### src/rtl/data_queue_5x65_pkg.sv
`default_nettype none
// ============================================================================
// Module   : data_queue_5x65_pkg
// Brief    : Shared sizes and pointer helper for the 5x65 data queue.
// Revision : 1.0 - initial release
// ============================================================================
package data_queue_5x65_pkg;

  localparam int DEPTH = 5;
  localparam int WIDTH = 65;
  localparam int PTR_W = 3;
  localparam int CNT_W = 3;

  // Advance a row pointer by one, wrapping from the last row back to row 0
  // so that the pointer never takes the unused encodings 5..7.
  function automatic logic [PTR_W-1:0] ptr_inc(input logic [PTR_W-1:0] p);
    if (p == PTR_W'(DEPTH - 1)) begin
      return '0;
    end
    return p + 1'b1;
  endfunction

endpackage
`default_nettype wire

### src/rtl/data_queue_5x65_if.sv
`default_nettype none
// ============================================================================
// Module   : data_queue_5x65_if
// Brief    : Enqueue / dequeue / flush bundle of the 5x65 data queue.
//            master = producer/consumer side, slave = queue side.
// Revision : 1.0 - initial release
// ============================================================================
interface data_queue_5x65_if;
  import data_queue_5x65_pkg::*;

  logic             io_enq_valid;
  logic             io_enq_ready;
  logic [WIDTH-1:0] io_enq_bits;
  logic             io_deq_valid;
  logic             io_deq_ready;
  logic [WIDTH-1:0] io_deq_bits;
  logic             io_flush;
  logic [CNT_W-1:0] io_count;

  modport master (
    output io_enq_valid,
    output io_enq_bits,
    output io_deq_ready,
    output io_flush,
    input  io_enq_ready,
    input  io_deq_valid,
    input  io_deq_bits,
    input  io_count
  );

  modport slave (
    input  io_enq_valid,
    input  io_enq_bits,
    input  io_deq_ready,
    input  io_flush,
    output io_enq_ready,
    output io_deq_valid,
    output io_deq_bits,
    output io_count
  );

endinterface
`default_nettype wire

### src/rtl/ram_data_5x65.sv
`default_nettype none
// ============================================================================
// Module   : ram_data_5x65
// Brief    : 5x65 storage, synchronous write port, combinational read port.
//            Contents are intentionally not reset.
// Revision : 1.0 - initial release
// ============================================================================
module ram_data_5x65
  import data_queue_5x65_pkg::*;
(
  input  wire logic [PTR_W-1:0] r0_addr_i,
  input  wire logic             r0_en_i,
  input  wire logic             r0_clk_i,
  output logic      [WIDTH-1:0] r0_data_o,
  input  wire logic [PTR_W-1:0] w0_addr_i,
  input  wire logic             w0_en_i,
  input  wire logic             w0_clk_i,
  input  wire logic [WIDTH-1:0] w0_data_i
);

  logic [WIDTH-1:0] mem_q [DEPTH];

  // The read port is purely combinational, so its clock has no load.
  wire w_unused_r0_clk = r0_clk_i;

  // Write the addressed row; out-of-range addresses write nothing.
  always_ff @(posedge w0_clk_i) begin
    for (int r = 0; r < DEPTH; r++) begin
      if (w0_en_i && (w0_addr_i == PTR_W'(r))) begin
        mem_q[r] <= w0_data_i;
      end
    end
  end

  // Zero-latency read of the addressed row; zero when disabled or out of range.
  always_comb begin
    r0_data_o = '0;
    for (int r = 0; r < DEPTH; r++) begin
      if (r0_en_i && (r0_addr_i == PTR_W'(r))) begin
        r0_data_o = mem_q[r];
      end
    end
  end

endmodule
`default_nettype wire

### src/rtl/data_queue_5x65.sv
`default_nettype none
// ============================================================================
// Module   : data_queue_5x65
// Brief    : 5-entry x 65-bit FIFO. Head/tail/count control is flat here,
//            entries live in ram_data_5x65. Flush has priority over both
//            enqueue and dequeue; no pass-through or bypass paths.
// Revision : 1.0 - initial release
// ============================================================================
module data_queue_5x65
  import data_queue_5x65_pkg::*;
(
  input  wire logic        clock,
  input  wire logic        reset,
  data_queue_5x65_if.slave q
);

  logic [PTR_W-1:0] head_q, head_d;
  logic [PTR_W-1:0] tail_q, tail_d;
  logic [CNT_W-1:0] count_q, count_d;

  logic w_enq_ready;
  logic w_deq_valid;
  logic w_enq_fire;
  logic w_deq_fire;

  // Handshake qualifiers come from registered count and flush only, so
  // readiness never depends on the consumer (no full-queue pass-through).
  assign w_enq_ready = (count_q < CNT_W'(DEPTH)) && !q.io_flush;
  assign w_deq_valid = (count_q != '0) && !q.io_flush;
  assign w_enq_fire  = q.io_enq_valid && w_enq_ready;
  assign w_deq_fire  = w_deq_valid && q.io_deq_ready;

  assign q.io_enq_ready = w_enq_ready;
  assign q.io_deq_valid = w_deq_valid;
  assign q.io_count     = count_q;

  // Next-state for pointers and occupancy; flush clears everything.
  always_comb begin
    head_d  = head_q;
    tail_d  = tail_q;
    count_d = count_q;
    if (q.io_flush) begin
      head_d  = '0;
      tail_d  = '0;
      count_d = '0;
    end else begin
      if (w_enq_fire) begin
        tail_d = ptr_inc(tail_q);
      end
      if (w_deq_fire) begin
        head_d = ptr_inc(head_q);
      end
      count_d = count_q + CNT_W'(w_enq_fire) - CNT_W'(w_deq_fire);
    end
  end

  // Control state register with asynchronous clear.
  always_ff @(posedge clock or posedge reset) begin
    if (reset) begin
      head_q  <= '0;
      tail_q  <= '0;
      count_q <= '0;
    end else begin
      head_q  <= head_d;
      tail_q  <= tail_d;
      count_q <= count_d;
    end
  end

  // Tail row is written only on enqueue fire, which is blocked when full,
  // so a write can never land on the row currently presented at the head.
  ram_data_5x65 u_ram (
    .r0_addr_i (head_q),
    .r0_en_i   (w_deq_valid),
    .r0_clk_i  (clock),
    .r0_data_o (q.io_deq_bits),
    .w0_addr_i (tail_q),
    .w0_en_i   (w_enq_fire),
    .w0_clk_i  (clock),
    .w0_data_i (q.io_enq_bits)
  );

endmodule
`default_nettype wire

### src/flat_wrapper.sv
// flat-port wrapper written by rule: the top's interface ports become plain ports
module data_queue_5x65_flat import data_queue_5x65_pkg::*;
  (clock, reset, q_io_enq_valid, q_io_enq_bits, q_io_deq_ready, q_io_flush, q_io_enq_ready, q_io_deq_valid, q_io_deq_bits, q_io_count);
  data_queue_5x65_if q_i ();
  input  wire logic clock;
  input  wire logic reset;
  input wire logic [$bits(q_i.io_enq_valid)-1:0] q_io_enq_valid;
  input wire logic [$bits(q_i.io_enq_bits)-1:0] q_io_enq_bits;
  input wire logic [$bits(q_i.io_deq_ready)-1:0] q_io_deq_ready;
  input wire logic [$bits(q_i.io_flush)-1:0] q_io_flush;
  output wire logic [$bits(q_i.io_enq_ready)-1:0] q_io_enq_ready;
  output wire logic [$bits(q_i.io_deq_valid)-1:0] q_io_deq_valid;
  output wire logic [$bits(q_i.io_deq_bits)-1:0] q_io_deq_bits;
  output wire logic [$bits(q_i.io_count)-1:0] q_io_count;
  assign q_i.io_enq_valid = q_io_enq_valid;
  assign q_i.io_enq_bits = q_io_enq_bits;
  assign q_i.io_deq_ready = q_io_deq_ready;
  assign q_i.io_flush = q_io_flush;
  assign q_io_enq_ready = q_i.io_enq_ready;
  assign q_io_deq_valid = q_i.io_deq_valid;
  assign q_io_deq_bits = q_i.io_deq_bits;
  assign q_io_count = q_i.io_count;
  data_queue_5x65 u_core (.clock(clock), .reset(reset), .q(q_i));
endmodule
### config.mk
export PLATFORM = sky130hd
export DESIGN_NAME = data_queue_5x65_flat
export DESIGN_NICKNAME = d
export VERILOG_FILES = /design/src/rtl/data_queue_5x65_pkg.sv /design/src/rtl/data_queue_5x65_if.sv /design/src/rtl/ram_data_5x65.sv /design/src/rtl/data_queue_5x65.sv /design/src/flat_wrapper.sv
export SDC_FILE = /design/constraint.sdc
export NUM_CORES = 1
export LEC_CHECK = 0
export CAP_MARGIN = 10
export CORE_MARGIN = 3
export CORE_UTILIZATION = 50
export DETAILED_ROUTE_END_ITERATION = 16
export PLACE_DENSITY = 0.73
export SYNTH_ARGS = -nofsm -noshare
export SYNTH_HDL_FRONTEND = slang
export SYNTH_SLANG_ARGS = --single-unit
### constraint.sdc
create_clock -name clock -period 8.8 [get_ports clock]
set_input_delay 0.88 -clock clock [delete_from_list [all_inputs] [get_ports clock]]
set_output_delay 0.88 -clock clock [all_outputs]
set_load 0.02 [all_outputs]
# After elaboration in Yosys (flattened, before gate mapping)
# Memory sizes are Yosys's and may differ from the RTL's.
# Index checks and enable logic that the tools add are counted.
# totals
register_bits	9
ramBits	325
input_bits	70
out_inout_bits	70
wordCells	83
mem_count	1
# mem_list
memory	depth	word_bits	rd	rd_clocked_by_memory_dff	wr	line_no	rtl
u_core.u_ram.mem_q	5	65	5	0	1	ram_data_5x65.sv:21	logic [WIDTH-1:0] mem_q [DEPTH];
# classes
n_addsub	4
order_cmp	1
n_eq_ne	8
mux	42
reduce_logical	24
# ops
cell	n
65-bit 2-to-1 mux	9
65-bit OR reduction	4
3-bit 2-to-1 mux	13
1-bit 2-to-1 mux	20
1-bit logical AND	14
3-bit by 2-bit == test with 1-bit output, second input constant	4
3-bit by 1-bit adder with 3-bit output, second input constant	2
3-bit by 1-bit == test with 1-bit output, second input constant	2
3-bit == test, second input constant	2
3-bit zero test	2
2-bit nonzero test	2
3-bit by 1-bit adder with 3-bit output	1
3-bit < comparator, second input constant	1
3-bit nonzero test	1
3-bit by 1-bit subtractor with 3-bit output	1
1-bit zero test	1

# Depth between registers and ports, before layout
# logic_depth
ltp_word	11
mapped_depth	10
depth_no_buf	10

# Cells and area by module
# A second synthesis with hierarchy kept.
# unflattened
cells_unflattened	686
hier_area_um2	12818.5
# modules_own_cells
module	n_inst	cells_per_inst	area_each_um2	seq_area_each_um2
ram_data_5x65	1	630	12226.7	9759.4
data_queue_5x65	1	56	591.8	225.2

# Least setup slack after synthesis
# OpenSTA, ideal clock, no wires.
# synth_timing
path_type	input port to flip-flop
start	input q_io_flush
end	memory u_core.u_ram.mem_q[0][0], enable pin
setup_time_ps	582
arrival_time_ps	6610
required_time_ps	8218
setup_slack_ps	1609
path_stages	4
n_path_buf	1
path_cell_list	buf_2 > a211oi_2 > nand2_1 > nor3b_1
# synth_between
elab_chain_cells	11
elab_cells_between_ends	30
classes_between	mux (18); reduce/logical (12)
# synth_rtl
item	line_no	rtl
start, declared	flat_wrapper.sv:10	input wire logic [$bits(q_i.io_flush)-1:0] q_io_flush;
1-bit zero test *	data_queue_5x65.sv:28	assign w_enq_ready = (count_q < CNT_W'(DEPTH)) && !q.io_flush;
1-bit logical AND *	data_queue_5x65.sv:28	
via q_io_enq_ready	flat_wrapper.sv:11	output wire logic [$bits(q_i.io_enq_ready)-1:0] q_io_enq_ready;
1-bit logical AND *	data_queue_5x65.sv:30	assign w_enq_fire = q.io_enq_valid && w_enq_ready;
1-bit logical AND	ram_data_5x65.sv:29	if (w0_en_i && (w0_addr_i == PTR_W'(r))) begin
1-bit 2-to-1 mux	ram_data_5x65.sv:29	
1-bit 2-to-1 mux (not written as such)	ram_data_5x65.sv:30	mem_q[r] <= w0_data_i;
65-bit OR reduction (no line)	-	
3-bit 2-to-1 mux (no line) or 1-bit 2-to-1 mux (tied branches) (4 in series)	-	
end, declared	ram_data_5x65.sv:21	
# The timed path passes the listed nets; every way through them passes the cells marked *.

# Final worst setup path
# layout_timing
start	register u_core.head_q[2]
end	output q_io_deq_bits[2]
# layout_between
elab_chain_cells	7
elab_cells_between_ends	15
classes_between	eq/ne (4); mux (5); reduce/logical (6)
# layout_rtl
item	line_no	rtl
start, declared	data_queue_5x65.sv:17	logic [PTR_W-1:0] head_q, head_d;
start signal, assigned	data_queue_5x65.sv:60	head_q <= '0;
start signal, assigned	data_queue_5x65.sv:64	head_q <= head_d;
3-bit zero test	ram_data_5x65.sv:39	if (r0_en_i && (r0_addr_i == PTR_W'(r))) begin
1-bit logical AND	ram_data_5x65.sv:39	
65-bit 2-to-1 mux (4 in series)	ram_data_5x65.sv:39	
65-bit 2-to-1 mux *	ram_data_5x65.sv:39	
end, declared	flat_wrapper.sv:13	output wire logic [$bits(q_i.io_deq_bits)-1:0] q_io_deq_bits;
# Mark *: on every way between the ends. The rest lies on a longest branch, timed or not.

==> reports/results.txt <==
Status -> finished, final reports clean
Post-Syn Nets -> 961
Synth top area cells -> edfxtp_1, o32ai_2, a221oi_1
First-pass GRT wire length -> 52100 um
Sequential Area -> 9980 um^2
Min-Delay Path Depth -> 1
RePlAce Congestion -> 0.764
Number of enable flip-flop cells after synthesis -> 325
Register-to-register setup slack -> 4870 ps
DP Worst Slack -> 3760 ps
Synth Warn # -> 0
N_diodes -> 0
Routed wire length per instance -> 25.1 um
Design area -> 16700 um^2
CP Class -> reg -> out
Initial Utilization -> 51.4%
DR iter-0 viols -> 801
LEAKAGE -> 5.17 nW
Post-synthesis sequential area ratio -> 71.5%
Post-synth top cells -> edfxtp_1, nor3_1, a221oi_1, clkbuf_1, a21oi_1
Most frequent cell after synthesis -> edfxtp_1
CP required -> 7920 ps
Clk_lat worst skew -> 500 ps
Final nets -> 1066
ANT nets after route -> 0
Synth area leader -> edfxtp_1
Final setup violation count -> 0
Post-DP HPWL -> 18100 um
DR vias -> 8772
CP Capture Type -> primary output
Total Routed Length -> 34500 um
Clock Sink Count -> 334
Synth Flop Type -> edfxtp_1
Pin count of the biggest net entering global routing -> 91
R2R depth -> 6
Hold Path Class -> reg -> reg
Die footprint -> 30000 um^2
#FFs+latches synth -> 334
Area Growth Syn to Fin -> 19.5%
Synthesized area per cell -> 15.9 um^2
Synth Instances -> 876
Placed cell count -> 1317
Crit start category -> register
Mapped Area -> 14000 um^2
Peak supply drop -> 170 uV
Post-CTS Repair Setup Buffers -> 0
Port Buffers -> 139
Power per cell area -> 269 nW/um^2
Num ports -> 140
Asr flop ratio synth -> 2.69%
RSZ-0062 raised after global routing -> false
Vias in the first global route -> 8911
Max Clk Rate -> 0.195 GHz
Fin Setup TNS -> 0 ps
Non-Filler Instances -> 1376
Inserted Clock Buffers -> 34
Worst-Margin Slew -> 1190 ps
Rows -> 60
Share of cells above drive strength 1 -> 11.6%
Vias/cell -> 6.38
Synth unique cells -> 36
Clock skew -> 9.26 ps
Die width -> 173 um
DRT Pass-1 Iters -> 5
Clock root buffer -> clkbuf_16
GRT Total Usage -> 22.2%
Total grt overflow -> 0
Die H -> 173 um
CTS clk-pin slew, worst paths -> 60 ps
Min Tclk post-route -> 5140 ps
Max-cap violations -> 0
CTS H-tree depth -> 2
Worst relative slew slack -> 20.2%
Final Hold Viols -> 0
Maximum clock insertion buffer count -> 3
Antenna violations before repair -> 2
Maximum fanout along the worst path -> 68
Slew Limit Fails -> 0
Period utilisation layout -> 58.4%
Remaining DRCs -> 0
Critical Path AT -> 4260 ps
Resize count post-CTS -> 0
Share of the synthesized area in the top cell type -> 69.9%
Fill cells -> 2061
CTS tree -> done
Hold buffer count at CTS -> 0
Setup ws final -> 3660 ps
Area after detailed placement -> 15700 um^2
Multi-input gate area -> 3650 um^2
Core footprint -> 27200 um^2
-- kinds of logic after synthesis --
family,synth area share [%]
adder cells (fa/ha/maj),1.40
XOR/XNOR,0.0627
AND/OR/NAND/NOR,7.64
buffers and inverters,2.99
AO/OA/AOI/OAI,16.4
flip-flops,71.5
multiplexers,0.0717
-- flip-flops by register name, indices dropped and copies added, names as in the netlist --
signal              cells
u_core.head_q           3
u_core.q.io_count       3
u_core.tail_q           3
u_core.u_ram.mem_q    325
-- critical path: stages (launching register included) --
cell and delay, ps:
dfrtp_1 730, inv_1 190, ha_4 500, nand2b_2 450, buf_4 610, nor3_1 100, o32ai_1 450, clkdlybuf4s50_1 700
-- stage by stage --
stage / total power [mW] / hold slack [ps] / utilization [%]
5_1_grt: 4.67 / 560 / 61.4
3_5_place_dp: 3.18 / 520 / 57.6
6_report: 4.50 / 532 / 61.4
3_3_place_gp: 3.15 / 512 / 57.6
4_1_cts: 4.52 / 527 / 61.4
2_1_floorplan: 2.71 / 482 / -
-- report_power, final --
group          total (mW)  switching, mW  internal (mW)
clock                1.35          0.561          0.790
combinational        1.29          0.795          0.492
sequential           1.86         0.0292           1.83
total                4.50           1.39           3.11
-- cell usage in the layout (no fill, tap or decap), drive strengths merged --
cell	n
a31o	2
nand2	6
nand3	1
o211ai	56
xor2	1
nand2b	1
or3b	1
or4	2
o21bai	1
ha	14
o32ai	65
a211oi	5
and3	11
clkbuf	45
a21oi	57
a21o	1
bufinv	1
nor3	66
buf	15
clkinv	13
fa	1
edfxtp	325
a31oi	9
o2bb2ai	1
nor2	4
and2	1
nor3b	4
mux2i	1
inv	14
dfrtp	9
clkdlybuf4s50	139
or3	1
a221oi	65
nor2b	10
and3b	56
-- final cells by class --
class	count	area share, %
clock buffers	45	5.73
inverters	14	0.315
clock inverters	14	0.510
well taps	372	2.79
repair buffers	154	9.01
flip-flops and latches	334	59.8
multi-input cells	443	21.8
-- final timing paths --
check                                     startpoint                          to
worst min register to register      u_core.tail_q[0]            u_core.tail_q[0]
worst max register to register  u_core.q.io_count[1]  u_core.u_ram.mem_q[0][130]
worst max-delay path                u_core.head_q[2]            q_io_deq_bits[2]
worst min-delay path                u_core.tail_q[0]            u_core.tail_q[0]
min in group asynchronous                      reset        u_core.q.io_count[0]
max in group asynchronous                      reset            u_core.head_q[2]
-- routing by layer --
| layer | global-route usage [%] | vias up | part of all wire [%] | wire length [um] |
|---|---|---|---|---|
| met2 | 37.7 | 380 | 50 | 17200 |
| met4 | 6.79 | 4 | 2.1 | 715 |
| met1 | 29.3 | 4447 | 41 | 14100 |
| met5 | 0 | - | 0.099 | 34 |
| li1 | - | 3876 | - | - |
| met3 | 4.33 | 65 | 7.1 | 2460 |
No activity file was read; power rests on OpenSTA's default activity.
